## src/rtl/reg_writeback_queue.sv

```systemverilog
// Writeback queue feeding the register file's single write port from the load and ALU paths.
// Optional pending-data forwarding to the decode read ports is enabled by defining WB_FORWARD_EN.
module reg_writeback_queue #(
    parameter  int DEPTH = 4,
    parameter  int AW    = 5,
    parameter  int DW    = 32,
    localparam int CW    = $clog2(DEPTH + 1),
    localparam int PW    = $clog2(DEPTH)
) (
    input  logic          clock,
    input  logic          reset,
    input  logic          ld_valid,
    input  logic [AW-1:0] ld_rd,
    input  logic [DW-1:0] ld_data,
    output logic          ld_ready,
    input  logic          alu_valid,
    input  logic [AW-1:0] alu_rd,
    input  logic [DW-1:0] alu_data,
    output logic          alu_ready,
    output logic          regwrite,
    output logic [AW-1:0] write_reg,
    output logic [DW-1:0] write_data,
    output logic [CW-1:0] pending,
    output logic          full,
    input  logic [AW-1:0] fwd_rs1,
    input  logic [AW-1:0] fwd_rs2,
    output logic          fwd_hit1,
    output logic          fwd_hit2,
    output logic [DW-1:0] fwd_data1,
    output logic [DW-1:0] fwd_data2
);

    logic [AW-1:0] rd_mem   [DEPTH];
    logic [DW-1:0] data_mem [DEPTH];
    logic [PW-1:0] wptr, rptr, alu_slot;
    logic [CW-1:0] count;
    logic [CW:0]   free;
    logic          pop, ld_push, alu_push, ld_nz;

    // The head drains every cycle it exists, so that slot is already free for this cycle's pushes.
    assign pop      = (count != '0);
    assign free     = (CW+1)'(DEPTH) - {1'b0, count} + (CW+1)'(pop);
    assign ld_nz    = ld_valid && (ld_rd != '0);

    assign ld_ready  = !reset && (free >= (CW+1)'(1));
    assign alu_ready = !reset && (ld_nz ? (free >= (CW+1)'(2)) : (free >= (CW+1)'(1)));

    // x0 requests handshake normally but never occupy a slot.
    assign ld_push  = ld_nz && ld_ready;
    assign alu_push = alu_valid && alu_ready && (alu_rd != '0);
    assign alu_slot = wptr + PW'(ld_push);

    always_ff @(posedge clock or posedge reset) begin
        if (reset) begin
            wptr  <= '0;
            rptr  <= '0;
            count <= '0;
            for (int i = 0; i < DEPTH; i++) begin
                rd_mem[i]   <= '0;
                data_mem[i] <= '0;
            end
        end else begin
            if (ld_push) begin
                rd_mem[wptr]   <= ld_rd;
                data_mem[wptr] <= ld_data;
            end
            if (alu_push) begin
                rd_mem[alu_slot]   <= alu_rd;
                data_mem[alu_slot] <= alu_data;
            end
            wptr  <= wptr + PW'(ld_push) + PW'(alu_push);
            rptr  <= rptr + PW'(pop);
            count <= count + CW'(ld_push) + CW'(alu_push) - CW'(pop);
        end
    end

    // Popped slots keep stale contents, so the write port is gated by occupancy.
    assign regwrite   = pop;
    assign write_reg  = pop ? rd_mem[rptr]   : '0;
    assign write_data = pop ? data_mem[rptr] : '0;
    assign pending    = count;
    assign full       = (count == CW'(DEPTH));

`ifdef WB_FORWARD_EN
    // Walk oldest to newest so the last match left standing is the newest pending write.
    always_comb begin
        fwd_hit1  = 1'b0;
        fwd_hit2  = 1'b0;
        fwd_data1 = '0;
        fwd_data2 = '0;
        for (int i = 0; i < DEPTH; i++) begin
            if (CW'(i) < count) begin
                if (fwd_rs1 != '0 && rd_mem[rptr + PW'(i)] == fwd_rs1) begin
                    fwd_hit1  = 1'b1;
                    fwd_data1 = data_mem[rptr + PW'(i)];
                end
                if (fwd_rs2 != '0 && rd_mem[rptr + PW'(i)] == fwd_rs2) begin
                    fwd_hit2  = 1'b1;
                    fwd_data2 = data_mem[rptr + PW'(i)];
                end
            end
        end
    end
`else
    // Lookup ports are folded into constant-zero terms so they stay connected but inert.
    assign fwd_hit1  = &{1'b0, fwd_rs1};
    assign fwd_hit2  = &{1'b0, fwd_rs2};
    assign fwd_data1 = '0;
    assign fwd_data2 = '0;
`endif

endmodule

```

## config.mk

```make
export PLATFORM = sky130hd
export DESIGN_NAME = reg_writeback_queue
export DESIGN_NICKNAME = d
export VERILOG_FILES = /design/src/rtl/reg_writeback_queue.sv
export SDC_FILE = /design/constraint.sdc
export NUM_CORES = 1
export LEC_CHECK = 0
export ABC_AREA = 1
export BUFFER_PORTS_ARGS = -buffer_cell sky130_fd_sc_hd__buf_2
export CELL_PAD_IN_SITES_DETAIL_PLACEMENT = 0
export CELL_PAD_IN_SITES_GLOBAL_PLACEMENT = 1
export CORE_MARGIN = 2
export CORE_UTILIZATION = 33
export CTS_CLUSTER_DIAMETER = 30
export DETAILED_ROUTE_END_ITERATION = 6
export PLACE_DENSITY = 0.76
export SYNTH_ARGS = -nofsm -noshare
export SYNTH_HDL_FRONTEND = slang
export SYNTH_SLANG_ARGS = --single-unit
```

## constraint.sdc

```tcl
create_clock -name clock -period 3.6 [get_ports clock]
set_input_delay 0.36 -clock clock [delete_from_list [all_inputs] [get_ports clock]]
set_output_delay 0.36 -clock clock [all_outputs]
set_load 0.05 [all_outputs]
```

# Yosys cells after proc, flatten, opt, wreduce, memory -nomap -nowiden
# Index checks and enable logic that the tools add are counted.
totals:
  register_bits: 155
  inputBits: 88
  out_inout_bits: 110
classes:
  add_sub_neg: 8
  order_cmp: 7
  eq_ne: 1
  n_mux: 25
  bitwise_logic: 3
  reduce_logical: 12
ops:
  columns: ["operator", "count"]
  rows:
  - ["$bwmux W128", 2]
  - ["$mux W128", 2]
  - ["$mux W32", 5]
  - ["$demux W32 S2", 2]
  - ["$bmux W32 S2", 1]
  - ["$bwmux W20", 2]
  - ["$mux W20", 2]
  - ["$mux W5", 5]
  - ["$demux W5 S2", 2]
  - ["$bmux W5 S2", 1]
  - ["$reduce_bool A5 Y1", 2]
  - ["$ge A3 B3 Y1 const B", 3]
  - ["$not A2 Y3", 3]
  - ["$logic_and A1 B1 Y1", 8]
  - ["$add A2 B1 Y2", 3]
  - ["$add A3 B1 Y3", 2]
  - ["$lt A3 B1 Y1 const B", 2]
  - ["$add A4 B1 Y4", 1]
  - ["$ge A4 B1 Y1 const B", 1]
  - ["$ge A4 B2 Y1 const B", 1]
  - ["$sub A3 B3 Y4 const A", 1]
  - ["$eq A3 B3 Y1 const B", 1]
  - ["$reduce_bool A3 Y1", 1]
  - ["$sub A3 B1 Y3", 1]
  - ["2 further kinds", 2]

# Longest topological paths before layout
# Gate-level depths: netlist of the first run.
logic_depth:
  depth_word: 13
  mapped_depth: 20
  mapped_depth_nobuf: 18

# Least setup slack after synthesis of the first run
# Ideal clock, no wire load.
synth_path:
  kind: "in2reg"
  startpoint: "in reset"
  endpoint: "reg count[2] (netlist: pending[2])"
  arrival_ns: 4.039
  required_ns: 3.478
  path_slack_ns: -0.560
  cell_stages: 13
  n_path_buf: 1
  path_cell_list: "inv_2 > nand3_4 > buf_2 > ha_1 > inv_1 > nand3_1 > nand2_1 > inv_1 > ha_1 > inv_1 > nand2_1 > fa_1 > xor2_1"
synth_via:
  elab_chain_cells: 6
  elab_cells_between_ends: 9
synth_rtl:
  columns: ["item", "line", "text"]
  rows:
  - ["start: declaration", "11", "input logic reset,"]
  - ["$logic_not A1 Y1 (no source line) (*)", null, null]
  - ["$logic_and A1 B1 Y1, on equally long branches", "45, 46", null]
  - ["$logic_and A1 B1 Y1, on equally long branches", "49, 50", null]
  - ["$add A3 B1 Y3 or $logic_and A1 B1 Y1 (tied branches)", "73, 50", null]
  - ["$add A3 B1 Y3 (*)", "73", "count <= count + CW'(ld_push) + CW'(alu_push) - CW'(pop);"]
  - ["$sub A3 B1 Y3 (*)", "73", null]
  - ["end signal: assignment", "73", null]
  - ["end: declaration", "36", "logic [CW-1:0] count;"]
# Mark *: on every way between the ends. The rest lies on a longest branch, timed or not.

# Worst setup path in the final report of the first run
layout_path:
  startpoint: "reg rptr[1]"
  endpoint: "out write_data[31]"
layout_via:
  elab_chain_cells: 5
layout_rtl:
  columns: ["item", "line", "text"]
  rows:
  - ["start: declaration", "35", "logic [PW-1:0] wptr, rptr, alu_slot;"]
  - ["start signal: assignment", "72", "rptr <= rptr + PW'(pop);"]
  - ["$not A2 Y3 (not written as such)", "80", "assign write_data = pop ? data_mem[rptr] : '0;"]
  - ["$bmux W32 S2", "80", null]
  - ["$mux W32 (not written as such) (2 in series)", "80", null]
  - ["$mux W32", "80", null]
  - ["end: declaration", "22", "output logic [DW-1:0] write_data,"]
# No other way between the ends. The select of a mux whose other input is x is not followed.

==> results of run 1 <==
==> worst max-delay path: cells and delay by family, from the launching register on <==
kind,cells,cell delay [ns]
AO/OA/AOI/OAI,2,0.47
buffers and inverters,2,0.93
flip-flops,1,0.80
AND/OR/NAND/NOR,1,0.20
==> logic make-up (layout without fill, tap and decap cells) <==
group / Yosys count / count (layout) / synth area share, %
AOI/OAI and AO/OA: 298 / 298 / 12.5
xor gates and xnor gates: 4 / 4 / 0.356
adders and majority gates: 9 / 9 / 1.00
buffers and inverters: 310 / 279 / 13.4
DFF: 155 / 155 / 32.4
other: 1 / 66 / 0.0314
and+or+nand+nor: 1151 / 1151 / 40.3
==> metrics by stage <==
step / util, % / power, mW
global placement: 35.1 / 11.2
floorplan: - / 9.26
detailed placement: 35.1 / 11.4
finish: 36.6 / 13.2
CTS: 36.6 / 13.3
global route: 36.6 / 14.3
==> power by group through the flow <==
| stage | sequential (mW) | combinational [mW] | clock, mW |
|---|---|---|---|
| 6_report | 3.05 | 8.32 | 1.82 |
| 5_1_grt | 3.15 | 9.25 | 1.92 |
| 4_1_cts | 3.05 | 8.34 | 1.86 |
| 3_3_place_gp | 3.03 | 8.21 | 0 |
| 2_1_floorplan | 2.95 | 6.31 | 0 |
| 3_5_place_dp | 3.07 | 8.29 | 0 |
==> state kept, by name, indices dropped and copies added (netlist names) <==
signal,cells
rptr,2
rd_mem,20
data_mem,128
wptr,2
pending,3
==> worst paths after layout <==
kind	end	slack [ns]	from	cells past startpoint
worst max-delay path	write_data[31]	0.38	rptr[1]$_DFF_PP0_	5
worst min-delay path	data_mem[36]$_DFF_PP0_	0.16	reset	3
worst max register to register	data_mem[80]$_DFF_PP0_	0.45	pending[1]$_DFF_PP0_	15
worst min register to register	data_mem[107]$_DFF_PP0_	0.58	data_mem[107]$_DFF_PP0_	4
max in group asynchronous	data_mem[117]$_DFF_PP0_	2.02	reset	4
min in group clock	data_mem[40]$_DFF_PP0_	0.20	alu_data[8]	3
==> per-layer routing <==
| layer | vias up | part of all wire, % | GRT usage [%] |
|---|---|---|---|
| met5 | - | 0.031 | 0 |
| li1 | 6120 | - | - |
| met3 | 41 | 6.4 | 3.77 |
| met4 | 2 | 1.6 | 6.38 |
| met2 | 439 | 47 | 37.7 |
| met1 | 5801 | 45 | 29.7 |
==> cell type report <==
cell class,count,area (sq um),area share [%]
Inverter,93,360,2.76
Clock inverter,9,98.8,0.756
Timing Repair Buffer,157,938,7.18
Clock buffer,20,457,3.49
Tap cell,461,577,4.41
Sequential cell,155,3880,29.7
Multi-Input combinational cell,1528,6750,51.7
==> cells in the mapped netlist, drive strengths merged <==
cell type and number:
nand2 903, o21ai 223, buf 171, dfrtp 155, nand4 153, inv 93
nor2 86, a21oi 75, clkbuf 46, ha 8, nand3 5, or2 2
xnor2 2, xor2 2, conb 1, fa 1, nor3 1, nor3b 1
==> layout by cell type, fill, tap and decap left out, types with 2 or more instances in the layout <==
cell type  instances
a21oi_1           75
buf_12             5
buf_2            121
buf_4             31
bufinv_16          2
clkbuf_16         17
clkbuf_8           2
clkinv_2           7
conb_1            66
dfrtp_1          152
dfrtp_2            3
ha_1               8
inv_1             86
inv_2              3
inv_4              2
nand2_1          899
nand2_2            4
nand3_1            4
nand4_1          149
nand4_4            4
nor2_1            80
nor2_4             6
o21ai_0          223
xor2_1             2
==> impl_metrics.tcl, run 1 <==
set metrics [dict create \
    status "complete, but fails checks" \
    violations "design-rule violations" \
    antenna_left 0 \
    placed_area_sq_um 12500 \
    fillers 3900 \
    slowest_delay_ns 0.80 \
    vdd_drop_max_mv 0.603 \
    fin_crit_ns 3.22 \
    period_share_pct 89.5 \
    place_congestion 0.755 \
    cp.required_ns 3.24 \
    stdcell_area_sq_um 13100 \
    clk_pin_slew_worst_paths_ns 0.07 \
    rsz0062_at_grt "false" \
    drt-total-wl_um 42400 \
    synth_top_area_share_pct 32.4 \
    ctsResizeCount 0 \
    drc 18 \
    drive_gt1_share_pct 10.9 \
    fin_nets 2049 \
    postCtsHoldBufs 0 \
    finalHoldViolCount 0 \
    netlist_instances 1928 \
    holdWs_ns 0.155 \
    synth-seq-area-share_pct 32.4 \
    viasPerCell 5.12 \
    end_kind "output pin" \
    grt_pass1_vias 11900 \
    dr_total_vias 12400 \
    grt_antenna_before_repair 1 \
    die-area_sq_um 37800 \
    power_frac_seq_pct 23.1 \
    grt_pass1_wl_um 67000 \
    finClkSkew_ns 0.00792 \
    yosys-top-cells-area "dfrtp_1 (32%), nand2_1 (28%), o21ai_0 (9.3%)" \
    routedWlPerCell_um 17.5 \
    tritoncts "built" \
    crit_type "reg2out" \
    root_buffer "clkbuf_16" \
    drtPass1Iterations 7 \
    insertion_delay_ns 0.44 \
    power.switching_mw 7.42 \
    dp_hpwl_um 23600 \
    swShare_pct 56.3 \
    gr-usage-all-layers_pct 22.5 \
    relSlewSlack_pct 32.4 \
    path_cells "inv_2 > nor2_1 > o21ai_0 > a21oi_1 > buf_2" \
    io_buffers 121 \
    pwr-share-clk_pct 13.8 \
    ys_warn_count 0 \
    synthesis.area_sq_um 12000 \
    antenna_cells 0 \
    grt_max_degree 149 \
    cts_setup_buffers 0 \
    fin_ws_ns 0.377 \
    dp_slack_ns 0.444 \
    stdcell_count 2423 \
    cp_slowest_cell "dfrtp_2" \
    p_leak_nw 7.02 \
    synth.distinct_cells 29 \
    clockBufferDepth 2 \
    cp_max_fo 37 \
    synth_area_per_cell_sq_um 6.20 \
    num_io_pins 198 \
    setup-violations-final 0 \
    coreArea_sq_um 35700 \
    max_slew.worst_pin.slew_ns 1.01 \
    drtIter0Drc 1103 \
    htreeDepth 4 \
    worstSetupStartpointType "flip-flop" \
    cts_buffers 17 \
    area_growth_pct 9.30 \
    overflow 0 \
    p_int_mw 5.77 \
    setup_tns_ns 0 \
    hold_path.class "in2async" \
    synth_area_leader_cell "dfrtp_1" \
    powerDensity_nw_per_um2 1010 \
    fp.dieH_um 194 \
    die_w_um 194 \
    ys_ff_latch 155 \
    combPwrFrac_pct 63.1 \
    fmax_mhz 310 \
    floorplan.initialDensity_pct 33.5 \
    place_inst 2394 \
    clkSinkCount 155 \
    rows 69 \
    cap_violations 0 \
    cp.arrival_ns 2.86 \
    slew_violations 0 \
]
Power figures use the tool's default switching activity.
==> run 2, diff against run 1 <==
--- a/config.mk
+++ b/config.mk
@@ -5,7 +5,6 @@
 export SDC_FILE = /design/constraint.sdc
 export NUM_CORES = 1
 export LEC_CHECK = 0
-export ABC_AREA = 1
 export BUFFER_PORTS_ARGS = -buffer_cell sky130_fd_sc_hd__buf_2
 export CELL_PAD_IN_SITES_DETAIL_PLACEMENT = 0
 export CELL_PAD_IN_SITES_GLOBAL_PLACEMENT = 1
@@ -13,7 +12,7 @@
 export CORE_UTILIZATION = 33
 export CTS_CLUSTER_DIAMETER = 30
 export DETAILED_ROUTE_END_ITERATION = 6
-export PLACE_DENSITY = 0.76
+export PLACE_DENSITY = 0.68
 export SYNTH_ARGS = -nofsm -noshare
 export SYNTH_HDL_FRONTEND = slang
 export SYNTH_SLANG_ARGS = --single-unit
==> impl_metrics.tcl, run 2 <==
set metrics [dict create \
    status "complete, no violations" \
    rows 63 \
    synthesis.area_sq_um 9790 \
    cap_violations 0 \
    viasPerCell 4.69 \
    ys_warn_count 0 \
    ctsResizeCount 0 \
    netlist_instances 685 \
    overflow 0 \
    floorplan.initialDensity_pct 33.3 \
    ys_async_sr_fraction_pct 100 \
    drc 0 \
    antenna_cells 0 \
    grt_pass1_wl_um 36300 \
    reg2reg_setup_slack_ns 0.28 \
    grt_antenna_before_repair 0 \
    finClkSkew_ns 0.00809 \
    regArea_sq_um 3880 \
    fin_crit_ns 3.32 \
    holdPathEnd "data_mem[87]$_DFF_PP0_" \
    setup-violations-final 0 \
    powerDensity_nw_per_um2 1050 \
    fp.dieH_um 176 \
    rsz0062_at_grt "false" \
    fillers 2846 \
    synth_ff_type "dfrtp_1" \
    period_share_pct 92.3 \
    clk_pin_slew_worst_paths_ns 0.07 \
    p_leak_nw 5.05 \
    io_buffers 121 \
    grt_max_degree 76 \
    cts_buffers 17 \
    dp_hpwl_um 14700 \
    finalHoldViolCount 0 \
    coreArea_sq_um 29400 \
    multi_input_area_sq_um 5410 \
    holdWs_ns 0.212 \
    synth.distinct_cells 40 \
    die_w_um 176 \
    hold_path.class "in2reg" \
    setup_tns_ns 0 \
    cts_setup_buffers 0 \
    synth_area_per_cell_sq_um 14.3 \
    r2r_cells 12 \
    dr_total_vias 5677 \
    area_growth_pct 16.4 \
    drt-total-wl_um 23300 \
    synth_top_area_share_pct 39.6 \
    cp.arrival_ns 3.63 \
    fmax_mhz 301 \
    synth-edff-count 0 \
    drtPass1Iterations 4 \
    drtIter0Drc 204 \
    crit_type "reg2reg" \
    synth_area_leader_cell "dfrtp_1" \
    grt_pass1_vias 5965 \
    cp.required_ns 3.91 \
    clkSinkCount 155 \
    max_slew.worst_pin.slew_ns 1.01 \
    vdd_drop_max_mv 0.537 \
    drive_gt1_share_pct 63.7 \
    r2r_start "pending[1]$_DFF_PP0_" \
    most-common-layout-cells "mux2_2 (211), dfrtp_1 (153), buf_2 (121)" \
    routedWlPerCell_um 19.3 \
    antenna_left 0 \
    worstSetupStartpointType "flip-flop" \
    largest_reg_flops 128 \
    clockBufferDepth 2 \
    postCtsHoldBufs 1 \
    hold_depth 2 \
    fin_nets 906 \
    end_kind "flip-flop" \
    gr-usage-all-layers_pct 15.5 \
    relSlewSlack_pct 32.7 \
    ys_ff_latch 155 \
    insertion_delay_ns 0.43 \
    root_buffer "clkbuf_16" \
    r2r_end "rd_mem[10]$_DFF_PP0_" \
    cp_max_fo 21 \
    place_congestion 0.713 \
    synthTopCellsByCount "mux2_2 (225), dfrtp_1 (155), buf_4 (78)" \
    num_io_pins 198 \
    htreeDepth 4 \
    synth-seq-area-share_pct 39.6 \
    tritoncts "built" \
    slew_violations 0 \
    die-area_sq_um 31000 \
    yosys-top-cells-area "dfrtp_1 (40%), mux2_2 (26%), mux2_4 (9.2%)" \
    yosysMostFrequentCell "mux2_2" \
    largest-register "data_mem" \
    hold_start "alu_data[23]" \
    layout_commonest_cell "mux2_2" \
]
[run 2: changes by cell type after synthesis, sizes merged, moves of 83 or more]
cell and change:
nand2 -902, inv -85, nand4 -152, mux2 +296
o21ai -223, nor2 -83
[run 2: cell type report]
cell class	count	area share, %
multi-input cells	479	47.5
flip-flops and latches	155	34.1
repair buffers	148	8.66
well taps	390	4.28
clock buffers	17	3.74
clock inverters	14	1.44
inverters	8	0.297
[run 2: worst max-delay path, cell delays in order, from the launching register on]
cell	delay, ns
dfrtp_1	0.43
nor3_2	0.22
ha_1	0.18
inv_1	0.04
ha_1	0.30
or4b_1	0.47
o311a_2	0.14
and2_4	0.16
ha_4	0.17
xnor2_4	0.21
and3_2	0.28
buf_12	0.23
mux2_2	0.36
[run 2: routing by layer]
metal	up-vias	wire [um]	part of all wire, %	track usage, %
met5	-	0	0	0
met3	13	816	3.5	2.73
met2	137	11700	50	26.6
met4	0	190	0.81	3.27
li1	2620	-	-	-
met1	2907	10600	46	20.7
[run 2: stage by stage]
stage               cell area, sq um  util (%)  std cells  worst slack [ns]  power, mW
finish                         11400      38.7       1211             0.277       12.0
global route                   11400      38.7       1211            0.0964       12.7
CTS                            11400      38.7       1211             0.266       12.1
detailed placement             10800      36.7       1179             0.285       10.3
global placement               10800      36.7       1179             0.321       10.1
floorplan                      10200         -        750             -1.20       8.89
[run 2: worst max-delay path by stage]
stage,startpoint,to,cells after the start
2_1_floorplan,reset,pending[2]$_DFF_PP0_,10
3_3_place_gp,pending[1]$_DFF_PP0_,rd_mem[13]$_DFF_PP0_,12
3_5_place_dp,pending[1]$_DFF_PP0_,rd_mem[10]$_DFF_PP0_,12
4_1_cts,pending[1]$_DFF_PP0_,rd_mem[10]$_DFF_PP0_,12
5_1_grt,pending[1]$_DFF_PP0_,rd_mem[10]$_DFF_PP0_,12
6_report,pending[1]$_DFF_PP0_,rd_mem[10]$_DFF_PP0_,12
[run 2: cell families after synthesis]
logic type               Yosys count  synth area share (%)
XOR/XNOR                           5                 0.448
buffers and inverters            116                  8.95
adder cells (fa/ha/maj)            9                  1.23
other                              1                0.0383
AO/OA/AOI/OAI                      9                 0.908
multiplexers                     333                  44.9
flip-flops                       155                  39.6
AND/OR/NAND/NOR                   57                  3.91
[run 2: power by group]
part	internal, mW	switching (mW)	total [mW]
logic	3.36	3.54	6.91
clock network	1.04	0.815	1.85
registers	2.65	0.572	3.23
total	7.05	4.93	12.0
==> run 3, diff against run 2 <==
--- a/config.mk
+++ b/config.mk
@@ -12,7 +12,8 @@
 export CORE_UTILIZATION = 33
 export CTS_CLUSTER_DIAMETER = 30
 export DETAILED_ROUTE_END_ITERATION = 6
-export PLACE_DENSITY = 0.68
+export MAX_ROUTING_LAYER = met4
+export PLACE_DENSITY = 0.71
 export SYNTH_ARGS = -nofsm -noshare
 export SYNTH_HDL_FRONTEND = slang
 export SYNTH_SLANG_ARGS = --single-unit
==> constraint.sdc (replaced) <==
create_clock -name clock -period 3.6 [get_ports clock]
set_input_delay 0.18 -clock clock [delete_from_list [all_inputs] [get_ports clock]]
set_output_delay 0.18 -clock clock [all_outputs]
set_load 0.05 [all_outputs]
==> impl_metrics.tcl, run 3 (synthesized netlist as in run 2, its figures left out) <==
set metrics [dict create \
    drive_gt1_share_pct 63.7 \
    routedWlPerCell_um 19.0 \
    fp.dieH_um 176 \
    insertion_delay_ns 0.43 \
    crit_type "reg2reg" \
    fin_crit_ns 3.38 \
    drt-total-wl_um 23000 \
    rsz0062_at_grt "false" \
    setup-violations-final 0 \
    grt_pass1_wl_um 35600 \
    htreeDepth 4 \
    clk_pin_slew_worst_paths_ns 0.07 \
    max_slew.worst_pin.slew_ns 0.997 \
    r2r_start "pending[1]$_DFF_PP0_" \
    fin_ws_ns 0.217 \
    antenna_left 0 \
    cap_violations 0 \
    relSlewSlack_pct 33.5 \
    p_leak_nw 5.05 \
    gr-usage-all-layers_pct 15.7 \
    finalHoldViolCount 0 \
    ctsResizeCount 0 \
    largest-register "data_mem" \
    clockBufferDepth 2 \
    reg2reg_setup_slack_ns 0.22 \
    grt_max_degree 76 \
    startpoint "pending[1]$_DFF_PP0_" \
    die-area_sq_um 31000 \
    viasPerCell 4.69 \
    hold_path.class "in2reg" \
    end_kind "flip-flop" \
    period_share_pct 94.0 \
    die_w_um 176 \
    slew_violations 0 \
    stdcell_count 1212 \
    worstSetupStartpointType "flip-flop" \
    powerDensity_nw_per_um2 1050 \
    grt_pass1_vias 6050 \
    status "complete, no violations" \
    endpoint "rd_mem[14]$_DFF_PP0_" \
    most-common-layout-cells "mux2_2 (211), dfrtp_1 (153), buf_2 (121)" \
    dr_total_vias 5680 \
    r2r_cells 12 \
    tritoncts "built" \
    cp.required_ns 3.91 \
    vdd_drop_max_mv 0.680 \
    num_io_pins 198 \
    cts_buffers 17 \
    coreArea_sq_um 29400 \
    largest_reg_flops 128 \
    cp.arrival_ns 3.70 \
    drtIter0Drc 234 \
    io_buffers 121 \
    fmax_mhz 296 \
    root_buffer "clkbuf_16" \
    fin_nets 904 \
    drc 0 \
    drtPass1Iterations 4 \
    finClkSkew_ns 0.00837 \
    layout_commonest_cell "mux2_2" \
    rows 63 \
    cp_max_fo 23 \
    overflow 0 \
    placed_area_sq_um 10700 \
    stdcell_area_sq_um 11400 \
    dp_hpwl_um 14300 \
    place_congestion 0.724 \
    grt_antenna_before_repair 2 \
    area_growth_pct 16.0 \
    clkSinkCount 155 \
    place_inst 1177 \
    hold_depth 2 \
    dp_slack_ns 0.221 \
    r2r_end "rd_mem[14]$_DFF_PP0_" \
    floorplan.initialDensity_pct 33.3 \
]
==> run 3: report_power, final <==
part / switching, mW / total [mW] / internal, mW
registers: 0.530 / 3.18 / 2.65
logic: 3.59 / 6.93 / 3.35
clock network: 0.850 / 1.80 / 0.949
total: 4.97 / 11.9 / 6.95
==> run 3: final cells by class <==
type | count | area [sq um]
fillers | 2778 | 18000
repair buffers | 146 | 946
multi-input cells | 479 | 5410
inverters | 8 | 33.8
well taps | 390 | 488
clock inverters | 14 | 150
flip-flops and latches | 155 | 3880
diodes | 2 | 5.00
clock buffers | 18 | 439
==> run 3: how the worst min path moves through the flow <==
stage                      start                     end
floorplan            alu_data[0]   data_mem[0]$_DFF_PP0_
global placement           reset  data_mem[33]$_DFF_PP0_
detailed placement         reset  data_mem[33]$_DFF_PP0_
CTS                 alu_data[24]  data_mem[24]$_DFF_PP0_
global route         alu_data[3]  data_mem[67]$_DFF_PP0_
finish               alu_data[1]  data_mem[65]$_DFF_PP0_
==> run 3: per-stage QoR <==
stage / hold WS (ns) / util [%] / power (mW) / TNS (ns)
2_1_floorplan: 0.328 / - / 8.89 / -145.80
3_3_place_gp: 0.147 / 36.6 / 10.1 / 0
3_5_place_dp: 0.145 / 36.6 / 10.2 / 0
4_1_cts: 0.00685 / 38.6 / 12.1 / 0
5_1_grt: 0.0195 / 38.6 / 12.6 / 0
6_report: 0.0337 / 38.6 / 11.9 / 0
==> run 3: layer usage <==
layer | wire length [um] | track usage (%) | share of wire [%]
met2 | 11500 | 26.3 | 50
met5 | 0 | - | 0
met1 | 10400 | 19.6 | 45
met4 | 265 | 4.34 | 1.2
met3 | 848 | 2.82 | 3.7
==> run 3: critical path, cell delays in order, from the launching register on <==
cell and delay (ns):
dfrtp_1 0.44, nor3_2 0.23, ha_1 0.18, inv_1 0.05, ha_1 0.30, or4b_1 0.49
o311a_2 0.15, and2_4 0.16, ha_4 0.17, xnor2_4 0.21, and3_2 0.28, buf_12 0.26
mux2_2 0.36
==> run 3: what timing repair did <==
| item | 4_1_cts | 5_1_grt |
|---|---|---|
| endpoints found under the hold margin | 6 | 0 |
| hold buffers | 1 | 0 |
| setup endpoints to repair | 0 | 0 |
| buffers inserted | 0 | 0 |
